--- config.mk ---
export PLATFORM = sky130hd
export DESIGN_NAME = bcd_serial_adder
export DESIGN_NICKNAME = d
export VERILOG_FILES = /design/src/rtl/bcd_pkg.sv /design/src/rtl/bcd_digit_step.sv /design/src/rtl/bcd_serial_adder.sv
export SDC_FILE = /design/constraint.sdc
export NUM_CORES = 1
export LEC_CHECK = 0
export ABC_AREA = 1
export BUFFER_PORTS_ARGS = -buffer_cell sky130_fd_sc_hd__buf_2
export CORE_ASPECT_RATIO = 0.9
export CORE_MARGIN = 2
export CORE_UTILIZATION = 50
export DETAILED_ROUTE_END_ITERATION = 8
export GPL_TIMING_DRIVEN = 0
export PLACE_DENSITY = 0.73
export SLEW_MARGIN = 20
export SYNTH_ARGS = -nofsm -noshare
export SYNTH_HDL_FRONTEND = slang
export SYNTH_SLANG_ARGS = --single-unit
--- constraint.sdc ---
create_clock -name clk_i -period 8.3 [get_ports clk_i]
set_input_delay 0.415 -clock clk_i [delete_from_list [all_inputs] [get_ports clk_i]]
set_output_delay 0.415 -clock clk_i [all_outputs]
set_load 0.02 [all_outputs]
--- src/rtl/bcd_pkg.sv ---
// Shared BCD constants, FSM state encoding and digit validity helper.
package bcd_pkg;
   localparam int BCD_W = 4;
   localparam int RADIX = 10;

   typedef enum logic [1:0] {IDLE, RUN, DONE} state_t;

   function automatic logic digit_bad(input logic [BCD_W-1:0] d);
      return d > BCD_W'(RADIX - 1);
   endfunction
endpackage

--- src/rtl/bcd_digit_step.sv ---
// One BCD digit of add or nine's-complement subtract; purely combinational.
// Flags either operand digit outside 0..9.
module bcd_digit_step
   import bcd_pkg::*;
(
   input  logic [BCD_W-1:0] a_dig,
   input  logic [BCD_W-1:0] b_dig,
   input  logic             sub,
   input  logic             carry_in,
   output logic [BCD_W-1:0] res_dig,
   output logic             carry_out,
   output logic             invalid
);
   logic [BCD_W:0] b_adj;
   logic [BCD_W:0] t;
   logic [BCD_W:0] t_wrap;

   always_comb begin
      b_adj     = sub ? ((BCD_W+1)'(RADIX - 1) - {1'b0, b_dig}) : {1'b0, b_dig};
      t         = {1'b0, a_dig} + b_adj + {{BCD_W{1'b0}}, carry_in};
      t_wrap    = t - (BCD_W+1)'(RADIX);
      res_dig   = t[BCD_W-1:0];
      carry_out = 1'b0;
      if (t >= (BCD_W+1)'(RADIX)) begin
         res_dig   = t_wrap[BCD_W-1:0];
         carry_out = 1'b1;
      end
   end

   assign invalid = digit_bad(a_dig) | digit_bad(b_dig);
endmodule

--- src/rtl/bcd_serial_adder.sv ---
// Digit-serial BCD adder/subtractor, LSD first; result valid DIGITS edges after accept.
// Result is held in DONE until out_ready_i; operands are accepted only in IDLE.
module bcd_serial_adder
   import bcd_pkg::*;
#(
   parameter int DIGITS = 4
) (
   input  logic                  clk_i,
   input  logic                  rst_i,
   input  logic                  in_valid_i,
   output logic                  in_ready_o,
   input  logic [BCD_W*DIGITS-1:0] a_i,
   input  logic [BCD_W*DIGITS-1:0] b_i,
   input  logic                  sub_i,
   input  logic                  carry_i,
   output logic                  out_valid_o,
   input  logic                  out_ready_i,
   output logic [BCD_W*DIGITS-1:0] sum_o,
   output logic                  carry_o,
   output logic                  error_o
);
   localparam int W  = BCD_W * DIGITS;
   localparam int KW = (DIGITS > 1) ? $clog2(DIGITS) : 1;
   localparam logic [KW-1:0] K_LAST = KW'(DIGITS - 1);

   state_t           state, state_nxt;
   logic [KW-1:0]    k;
   logic [W-1:0]     a_q, b_q, res_q, res_nxt;
   logic             sub_q, c_q, err_q;
   logic [BCD_W-1:0] a_dig, b_dig, step_dig;
   logic             step_c, step_bad;
   logic             accept, last;

   assign accept = in_valid_i & in_ready_o;
   assign last   = (k == K_LAST);

   // Per-digit select of the working operands and merge of the new result digit.
   always_comb begin
      a_dig   = '0;
      b_dig   = '0;
      res_nxt = res_q;
      for (int i = 0; i < DIGITS; i++) begin
         if (k == KW'(i)) begin
            a_dig = a_q[i*BCD_W +: BCD_W];
            b_dig = b_q[i*BCD_W +: BCD_W];
            res_nxt[i*BCD_W +: BCD_W] = step_dig;
         end
      end
   end

   bcd_digit_step u_step (
      .a_dig     (a_dig),
      .b_dig     (b_dig),
      .sub       (sub_q),
      .carry_in  (c_q),
      .res_dig   (step_dig),
      .carry_out (step_c),
      .invalid   (step_bad)
   );

   always_ff @(posedge clk_i) begin
      if (rst_i) state <= IDLE;
      else       state <= state_nxt;
   end

   always_comb begin
      state_nxt = state;
      case (state)
         IDLE:    if (in_valid_i) state_nxt = RUN;
         RUN:     if (last) state_nxt = DONE;
         DONE:    if (out_ready_i) state_nxt = IDLE;
         default: state_nxt = IDLE;
      endcase
   end

   always_comb begin
      in_ready_o  = (state == IDLE);
      out_valid_o = (state == DONE);
   end

   // Invalid digits are accumulated as each position is visited, so by the
   // DONE-entry edge the flag covers every digit of both operands.
   always_ff @(posedge clk_i) begin
      if (rst_i) begin
         k       <= '0;
         a_q     <= '0;
         b_q     <= '0;
         res_q   <= '0;
         sub_q   <= 1'b0;
         c_q     <= 1'b0;
         err_q   <= 1'b0;
         sum_o   <= '0;
         carry_o <= 1'b0;
         error_o <= 1'b0;
      end else if (accept) begin
         a_q   <= a_i;
         b_q   <= b_i;
         sub_q <= sub_i;
         c_q   <= sub_i ? ~carry_i : carry_i;
         err_q <= 1'b0;
         res_q <= '0;
         k     <= '0;
      end else if (state == RUN) begin
         res_q <= res_nxt;
         c_q   <= step_c;
         err_q <= err_q | step_bad;
         k     <= last ? '0 : k + KW'(1);
         if (last) begin
            if (err_q | step_bad) begin
               sum_o   <= '0;
               carry_o <= 1'b0;
               error_o <= 1'b1;
            end else begin
               sum_o   <= res_nxt;
               carry_o <= sub_q ? ~step_c : step_c;
               error_o <= 1'b0;
            end
         end
      end
   end
endmodule
==> metrics.yaml, run 1 <==
outcome:
  status: "completed"
min_path:
  hp-class: "input pin to flip-flop"
layout:
  n_antenna_cell: 0
  final-seq-area_um2: 1380
  syn2layout_area_growth_pct: 17.6
  nets: 592
  fillCellCount: 640
  postLayoutCellArea_um2: 3940
  fin_cells: 637
  utilization: 0.605
  drive_above_1_share: 0.183
  multi_input_area_um2: 1640
critical_path:
  crit_slowest_cell: "fa_1"
  critPathKind: "flip-flop to flip-flop"
  critPathLaunchType: "flip-flop"
  critPathMaxFanout: 10
  path_buf_inv: 5
  worstPathRequired_ns: 8.55
  endpoint_kind: "flip-flop"
  worstPathCellList: "inv_1 > ha_1 > buf_2 > a21oi_1 > o311ai_0 > o21ai_0 > fa_1 > fa_1 > xnor2_1 > inv_1 > ha_1 > inv_1 > o21ai_0 > nand2_2 > nand2_1 > nand3_1 > nand2_1 > nand2_1 > nand2_1 > inv_1"
  max_stage_delay_ns: 0.49
  crit_arrival_ns: 4.41
  critical_path.top_delay_family: "adder cells"
timing:
  fin_ws_ns: 4.14
  worst_pin_slew_ns: 0.557
  finalMaxSlewViolations: 0
  fmax_ghz: 0.241
  setup_violations: 0
  rsz0062_at_grt: "false"
  clock_skew_ns: 0.00958
  min_period_ns: 4.16
  relSlewSlack: 0.629
  finalCritPeriodShare: 0.501
  hold_viol_final: 0
  timing.hold.ws_ns: 0.306
  setup_tns_ns: 0
place:
  gp_congestion: 0.890
  numPortBuffers: 57
  place_area_um2: 3750
  pre_cts_ws_ns: 4.18
  hpwl_mm: 6.09
  post-place-cells: 621
synth:
  synth_top_cell_area_share: 0.412
  syn-instance-count: 474
  yosys_register_bits: 69
  ys_types: 32
  synth_warnings: 0
  synth.avg_cell_area_um2: 7.07
  synth_area_leaders: "dfxtp_1 41%, nand2_1 11%, o21ai_0 7.5%"
  ys_seq_area_frac: 0.412
  yosys.area.top_type: "dfxtp_1"
  syn-cell-area_um2: 3350
  syn_nets: 524
clock_network:
  cts_setup_buffers: 0
  cts_tree: "built"
  clock_latency_ns: 0.36
  clock_sinks: 69
  cts_buffers: 9
  clockRootBuffer: "clkbuf_8"
  cts_resized: 0
  clk_path_buf_depth: 2
  htreeDepth: 3
  clk_pin_slew_ns: 0.07
  hold_buffers: 0
job:
  maxCapViolCount: 0
pwr:
  power_mw: 0.829
  powerDensity_nw_per_um2: 210
  peakVddDrop_mv: 0.104
  leakagePower_nw: 1.89
floorplanning:
  die_w_um: 90.3
  core_um2: 6520
  core.rowCount: 28
  io_pins: 58
  start_util: 0.514
  die_y_um: 81.7
  die-area_um2: 7380
route:
  drt-vias-per-instance: 5.05
  remaining_drc_errors: 0
  wl_mm: 8.20
  first_pass_iters: 4
  postRouteAntennaNets: 0
  wl_per_cell_um: 12.9
  drtIter0Drc: 185
  vias: 3216
global_route:
  grt_usage: 0.236
  grt_pass1_vias: 2974
  grt_max_degree: 12
  antenna_found_initial: 0
  grt_pass1_wl_mm: 13.8
  grt.overflow.total: 0
## area by class of cell
class / instances / area share
buffer: 23 / 0.0295
clock inverter: 5 / 0.0127
tap: 90 / 0.0286
inverter: 56 / 0.0533
timing repair buffer: 57 / 0.0724
sequential: 69 / 0.350
multi-input combinational: 326 / 0.417
clock buffer: 11 / 0.0359
## per-layer routing
layer	vias to the layer above	global-route usage	part of all wire
met4	0	0.0662	0.014
li1	1656	-	-
met2	84	0.381	0.45
met1	1464	0.306	0.47
met3	12	0.0761	0.076
met5	-	0	0
## cells by family after synthesis
| family | share of synthesized area |
|---|---|
| flip-flops | 0.412 |
| buffers and inverters | 0.0974 |
| AND/OR/NAND/NOR | 0.252 |
| AO/OA/AOI/OAI | 0.179 |
| XOR/XNOR | 0.0105 |
| adder cells (fa/ha/maj) | 0.0493 |
## placed cells by master, fill, tap and decap left out, types with 2 or more instances in the layout
cell type  Yosys  final
a21oi_2        5      5
clkbuf_1      15     16
nand3_2        6      6
buf_6          2      2
inv_1         53     53
a21oi_1       49     49
o21ai_0       50     50
buf_4          3      3
nand2_1       97     97
ha_1          10     10
clkbuf_8       0     10
buf_2          3     60
fa_1           2      2
dfxtp_1       69     69
nor2_1        60     60
xor2_1         3      3
nand3_1       28     28
clkinv_2       0      4
inv_2          2      2
or2_2          3      3
## worst register-to-register path, cell delays in order (launching register included)
cell and delay [ns]:
dfxtp_1 0.33, inv_1 0.11, ha_1 0.29, buf_2 0.28, a21oi_1 0.09, o311ai_0 0.27, o21ai_0 0.24, fa_1 0.49
fa_1 0.42, xnor2_1 0.18, inv_1 0.07, ha_1 0.16, inv_1 0.05, o21ai_0 0.38, nand2_2 0.14, nand2_1 0.18
nand3_1 0.13, nand2_1 0.09, nand2_1 0.05, nand2_1 0.06, inv_1 0.03
## where the power goes
| part | switching, mW | internal [mW] |
|---|---|---|
| Combinational | 0.131 | 0.0656 |
| Clock | 0.127 | 0.145 |
| Sequential | 0.00922 | 0.350 |
| Total | 0.268 | 0.561 |
## flip-flops by register name (all words and copies together) (netlist names)
| signal | flops |
|---|---|
| carry_o | 1 |
| sum_o | 16 |
| err_q | 1 |
| sub_q | 1 |
| state | 2 |
| error_o | 1 |
| b_q | 16 |
| res_q | 12 |
| c_q | 1 |
| a_q | 16 |
| k | 2 |
## cell usage after synthesis
cell      number
nand2_1       97
dfxtp_1       69
nor2_1        60
inv_1         53
o21ai_0       50
a21oi_1       49
nand3_1       28
clkbuf_1      15
ha_1          10
nand3_2        6
a21oi_2        5
buf_2          3
buf_4          3
or2_2          3
xor2_1         3
buf_6          2
fa_1           2
inv_2          2
a22oi_1        1
a22oi_2        1
a31oi_1        1
clkinv_1       1
nand2_2        1
nand4_1        1
nor2_4         1
nor3_1         1
o211a_1        1
o211ai_1       1
o21ai_2        1
o311ai_0       1
or2_0          1
xnor2_1        1
## final timing paths
check / from / endpoint / slack (ns) / depth (start not counted)
worst max-delay path: k[0]$_SDFFE_PP0P_ / res_q[1]$_SDFFE_PP0P_ / 4.14 / 20
worst min-delay path: a_i[15] / a_q[15]$_SDFFE_PP0P_ / 0.31 / 3
worst max register to register: k[0]$_SDFFE_PP0P_ / res_q[1]$_SDFFE_PP0P_ / 4.14 / 20
worst min register to register: b_q[13]$_SDFFE_PP0P_ / b_q[13]$_SDFFE_PP0P_ / 0.46 / 2
(Power assumes the default switching activity.)
==> run 2, diff against run 1 <==
- clock period: 8.3 -> 4.1 ns (I/O delays scaled with it)
==> run 2 against run 1 <==
Net effect: clock skew fell by 0.0010 ns; total power is 110% higher; combinational power up 120%; routed wire length is 1.6% higher; utilization rose by 0.48 points; sequential share of layout area shrank 0.28 points; sequential power rose by 100%.
==> metrics.yaml, run 2 (synthesized netlist as in run 1, its figures left out) <==
route:
  postRouteAntennaNets: 0
  wl_per_cell_um: 13.1
  remaining_drc_errors: 0
  vias: 3264
  first_pass_iters: 4
  drtIter0Drc: 216
  drt-vias-per-instance: 5.12
  wl_mm: 8.34
clock_network:
  cts_tree: "built"
  cts_buffers: 9
  htreeDepth: 3
  clk_path_buf_depth: 2
  clockRootBuffer: "clkbuf_8"
  clock_latency_ns: 0.35
  clock_sinks: 69
  clk_pin_slew_ns: 0.07
global_route:
  grt_max_degree: 12
  grt_usage: 0.236
  antenna_found_initial: 0
  grt_pass1_wl_mm: 13.8
  grt_pass1_vias: 2974
  grt.overflow.total: 0
floorplanning:
  core_um2: 6520
  die-area_um2: 7380
  core.rowCount: 28
  die_y_um: 81.7
  io_pins: 58
  start_util: 0.514
  die_w_um: 90.3
layout:
  syn2layout_area_growth_pct: 18.5
  final_cell_mix: "95 x nand2_1, 69 x dfxtp_1, 60 x nor2_1, 60 x buf_2, 53 x inv_1"
  fillCellCount: 635
  layout_commonest_cell: "nand2_1"
  postLayoutCellArea_um2: 3970
  largestRegisters: "a_q (16), b_q (16), sum_o (16)"
  fin_cells: 637
  nets: 592
  n_antenna_cell: 0
  drive_above_1_share: 0.194
timing:
  clock_skew_ns: 0.00855
  hold_viol_final: 0
  finalCritPeriodShare: 0.939
  setup_violations: 0
  relSlewSlack: 0.621
  fmax_ghz: 0.260
  worst_pin_slew_ns: 0.569
  min_period_ns: 3.85
  finalMaxSlewViolations: 0
pwr:
  switching_share: 0.329
  powerDensity_nw_per_um2: 431
  p_sw_mw: 0.563
  p_int_mw: 1.15
  p_comb_frac: 0.255
  power_frac_seq: 0.425
  clockPowerShare: 0.320
  leakagePower_nw: 1.90
  peakVddDrop_mv: 0.212
critical_path:
  worstPathRequired_ns: 4.38
  crit_slowest_cell: "fa_1"
  endpoint_kind: "flip-flop"
  critPathMaxFanout: 10
  r2r-start: "k[0]$_SDFFE_PP0P_"
  critical_path.top_delay_family: "adder cells"
  critPathLaunchType: "flip-flop"
  crit_start: "k[0]$_SDFFE_PP0P_"
  crit_arrival_ns: 4.13
  max_stage_delay_ns: 0.48
  path_buf_inv: 4
  critPathKind: "flip-flop to flip-flop"
  worstPathCellList: "inv_1 > ha_1 > buf_2 > a21oi_1 > o311ai_0 > o21ai_1 > fa_1 > fa_2 > xnor2_2 > inv_1 > ha_1 > inv_1 > o21ai_4 > nand3_1 > nand3_1 > nand3_1 > a21oi_1"
min_path:
  min_from: "a_i[15]"
  hp-class: "input pin to flip-flop"
place:
  hpwl_mm: 6.09
  gp_congestion: 0.890
  numPortBuffers: 57
  post-place-cells: 621
  place_area_um2: 3750
outcome:
  status: "completed"
job:
  maxCapViolCount: 0
## run 2: worst paths after layout
check / end / slack (ns) / cells after the start
worst max-delay path: sum_o[10]$_SDFFE_PP0P_ / 0.25 / 17
worst min-delay path: a_q[15]$_SDFFE_PP0P_ / 0.11 / 3
worst max register to register: sum_o[10]$_SDFFE_PP0P_ / 0.25 / 17
worst min register to register: b_q[13]$_SDFFE_PP0P_ / 0.46 / 2
## run 2: what timing repair did
action | 4_1_cts | 5_1_grt
gates resized for setup | 1 | 8
hold buffers | 0 | 0
pin swaps | 0 | 2
setup endpoints to repair | 9 | 21
buffers inserted | 0 | 0
## run 2: final cells by class
class                      count  area (um2)  share of cell area
multi-input combinational    326        1680               0.422
sequential                    69        1380               0.348
timing repair buffer          57         285              0.0718
inverter                      56         210              0.0529
clock buffer                  11         141              0.0356
buffer                        23         116              0.0293
tap                           90         113              0.0283
clock inverter                 5        50.0              0.0126
## run 2: per-stage QoR
step / hold slack [ns] / util / total power, mW / worst slack [ns] / setup TNS [ns]
3_3_place_gp: 0.447 / 0.575 / 1.12 / 0.0478 / 0
3_5_place_dp: 0.453 / 0.575 / 1.13 / -0.0158 / -0.0158
4_1_cts: 0.0961 / 0.605 / 1.68 / 0.0561 / 0
5_1_grt: 0.108 / 0.610 / 1.81 / -0.0477 / -0.132
2_1_floorplan: 0.372 / - / 1.03 / 0.565 / 0
6_report: 0.106 / 0.610 / 1.71 / 0.252 / 0
## run 2: worst register-to-register path: cells and delay by family, from the launching register on
kind,cells,cell delay (ns)
AOI/OAI and AO/OA,5,0.90
adders and majority gates,4,1.34
buffers and inverters,4,0.56
and+or+nand+nor,3,0.51
DFF,1,0.33
xor gates and xnor gates,1,0.17
## run 2: layer usage
layer | up-vias | track usage | wire length [um]
met2 | 91 | 0.381 | 3780
met4 | 0 | 0.0662 | 104
met5 | - | 0 | 0
met3 | 16 | 0.0761 | 531
met1 | 1501 | 0.306 | 3920
li1 | 1656 | - | -
## run 2: power by group through the flow
stage / logic [mW] / registers (mW) / clock network, mW
2_1_floorplan: 0.291 / 0.738 / 0
3_3_place_gp: 0.381 / 0.742 / 0
3_5_place_dp: 0.391 / 0.743 / 0
4_1_cts: 0.397 / 0.728 / 0.558
5_1_grt: 0.494 / 0.732 / 0.588
6_report: 0.436 / 0.728 / 0.548
==> run 3, diff against run 2 <==
- PLACE_DENSITY: 0.73 -> 0.72
- SETUP_SLACK_MARGIN: default -> 0.1
- clock period: 4.1 -> 4.7 ns (I/O delays scaled with it)
==> run 3 against run 2 <==
Net effect: highest routed layer unchanged; total power decreased by 11%; critical endpoint is now sum_o[9]$_SDFFE_PP0P_; sequential cell count unchanged; first-iteration DRC count fell by 4.2%; register-to-register slack better by 0.23 ns.
==> metrics.yaml, run 3 (synthesized netlist as in run 1, its figures left out) <==
critical_path:
  critPathKind: "flip-flop to flip-flop"
  endpoint_kind: "flip-flop"
  r2r-start: "k[0]$_SDFFE_PP0P_"
  critPathLaunchType: "flip-flop"
  crit_slowest_cell: "fa_1"
  max_stage_delay_ns: 0.48
  worstRegToRegCells: 17
  worstPathCellList: "inv_1 > ha_1 > buf_2 > a21oi_1 > o311ai_0 > o21ai_0 > fa_1 > fa_1 > xnor2_1 > inv_1 > ha_1 > inv_1 > o21ai_0 > nand3_1 > nand3_1 > nand3_1 > a21oi_1"
  path_buf_inv: 4
  r2r-end: "sum_o[9]$_SDFFE_PP0P_"
  critPathMaxFanout: 10
  worstPathRequired_ns: 4.98
  crit_arrival_ns: 4.49
  critical_path.top_delay_family: "adder cells"
  rrSetupSlack_ns: 0.49
timing:
  hold_viol_final: 0
  clock_skew_ns: 0.00921
  finalMaxSlewViolations: 0
  fmax_ghz: 0.237
  setup_tns_ns: 0
  setup_violations: 0
  worst_pin_slew_ns: 0.574
  finalCritPeriodShare: 0.896
  rsz0062_at_grt: "false"
  relSlewSlack: 0.617
  min_period_ns: 4.21
layout:
  nets: 592
  utilization: 0.610
  drive_above_1_share: 0.183
  fillCellCount: 644
  final_cell_mix: "97 x nand2_1, 69 x dfxtp_1, 60 x nor2_1, 60 x buf_2, 53 x inv_1"
  syn2layout_area_growth_pct: 18.6
  layout_commonest_cell: "nand2_1"
  largestRegisters: "a_q (16), b_q (16), sum_o (16)"
  n_antenna_cell: 0
clock_network:
  cts_setup_buffers: 0
  cts_resized: 0
  clk_pin_slew_ns: 0.08
  clk_path_buf_depth: 2
  cts_buffers: 9
  clock_sinks: 69
  hold_buffers: 0
  clock_latency_ns: 0.34
  cts_tree: "built"
  clockRootBuffer: "clkbuf_8"
  htreeDepth: 3
global_route:
  antenna_found_initial: 0
  grt_pass1_vias: 2849
  grt_usage: 0.232
  grt.overflow.total: 0
  grt_pass1_wl_mm: 13.6
  grt_max_degree: 13
floorplanning:
  die_y_um: 81.7
  core.rowCount: 28
  die-area_um2: 7380
  core_um2: 6520
  die_w_um: 90.3
  start_util: 0.514
  io_pins: 58
place:
  hpwl_mm: 6.17
  numPortBuffers: 57
  gp_congestion: 0.885
route:
  remaining_drc_errors: 0
  drt-vias-per-instance: 5.10
  vias: 3248
  drtIter0Drc: 207
  wl_per_cell_um: 12.9
  wl_mm: 8.23
  first_pass_iters: 5
  postRouteAntennaNets: 0
min_path:
  worstHoldPathCells: 3
  min_to: "a_q[3]$_SDFFE_PP0P_"
  min_from: "a_i[3]"
  hp-class: "input pin to flip-flop"
job:
  maxCapViolCount: 0
pwr:
  leakagePower_nw: 1.89
  peakVddDrop_mv: 0.241
  powerDensity_nw_per_um2: 384
outcome:
  status: "completed"
-- run 3: cell count changes in the layout (fill, tap and decap cells not counted), sizes merged --
cell	change
clkinv	-3
bufinv	+1
clkinvlp	+2
-- run 3: worst max path at each step --
stage	from	to	cells past startpoint
after detailed placement	k[0]$_SDFFE_PP0P_	sum_o[9]$_SDFFE_PP0P_	17
after floorplan	k[0]$_SDFFE_PP0P_	res_q[9]$_SDFFE_PP0P_	20
after global placement	k[0]$_SDFFE_PP0P_	sum_o[9]$_SDFFE_PP0P_	18
final	k[0]$_SDFFE_PP0P_	sum_o[9]$_SDFFE_PP0P_	17
after global routing	k[0]$_SDFFE_PP0P_	sum_o[9]$_SDFFE_PP0P_	17
after CTS	k[0]$_SDFFE_PP0P_	sum_o[9]$_SDFFE_PP0P_	17
-- run 3: metrics by stage --
stage	hold WS, ns	power (mW)	cells	instance area, um2	setup slack [ns]
4_1_cts	0.133	1.53	637	3980	0.562
5_1_grt	0.143	1.62	637	3980	0.205
3_5_place_dp	0.449	0.991	621	3750	0.581
2_1_floorplan	0.402	0.897	474	3350	1.17
6_report	0.139	1.53	637	3980	0.487
3_3_place_gp	0.446	0.981	621	3750	0.649
-- run 3: layout make-up --
| cell class | instances | area (um2) | area share |
|---|---|---|---|
| flip-flops and latches | 69 | 1380 | 0.347 |
| clock buffers | 11 | 141 | 0.0356 |
| repair buffers | 57 | 285 | 0.0718 |
| multi-input cells | 326 | 1640 | 0.414 |
| inverters | 56 | 210 | 0.0529 |
| well taps | 90 | 113 | 0.0283 |
| clock inverters | 5 | 83.8 | 0.0211 |
| plain buffers | 23 | 116 | 0.0293 |
-- run 3: power by group --
group          switching (mW)  internal (mW)
registers              0.0162          0.619
clock network           0.229          0.314
logic                   0.234          0.116
-- run 3: worst register-to-register path: stages, from the launching register on --
cell and delay, ns:
dfxtp_1 0.33, inv_1 0.12, ha_1 0.29, buf_2 0.28, a21oi_1 0.09, o311ai_0 0.27, o21ai_0 0.24, fa_1 0.48
fa_1 0.42, xnor2_1 0.19, inv_1 0.07, ha_1 0.16, inv_1 0.05, o21ai_0 0.39, nand3_1 0.28, nand3_1 0.18
nand3_1 0.14, a21oi_1 0.17
-- run 3: layer usage --
layer	vias to the layer above	global-route usage	share of wire
met1	1489	0.311	0.46
met4	0	0.0523	0.0081
met3	7	0.0578	0.071
li1	1655	-	-
met2	97	0.385	0.46
met5	-	0	0
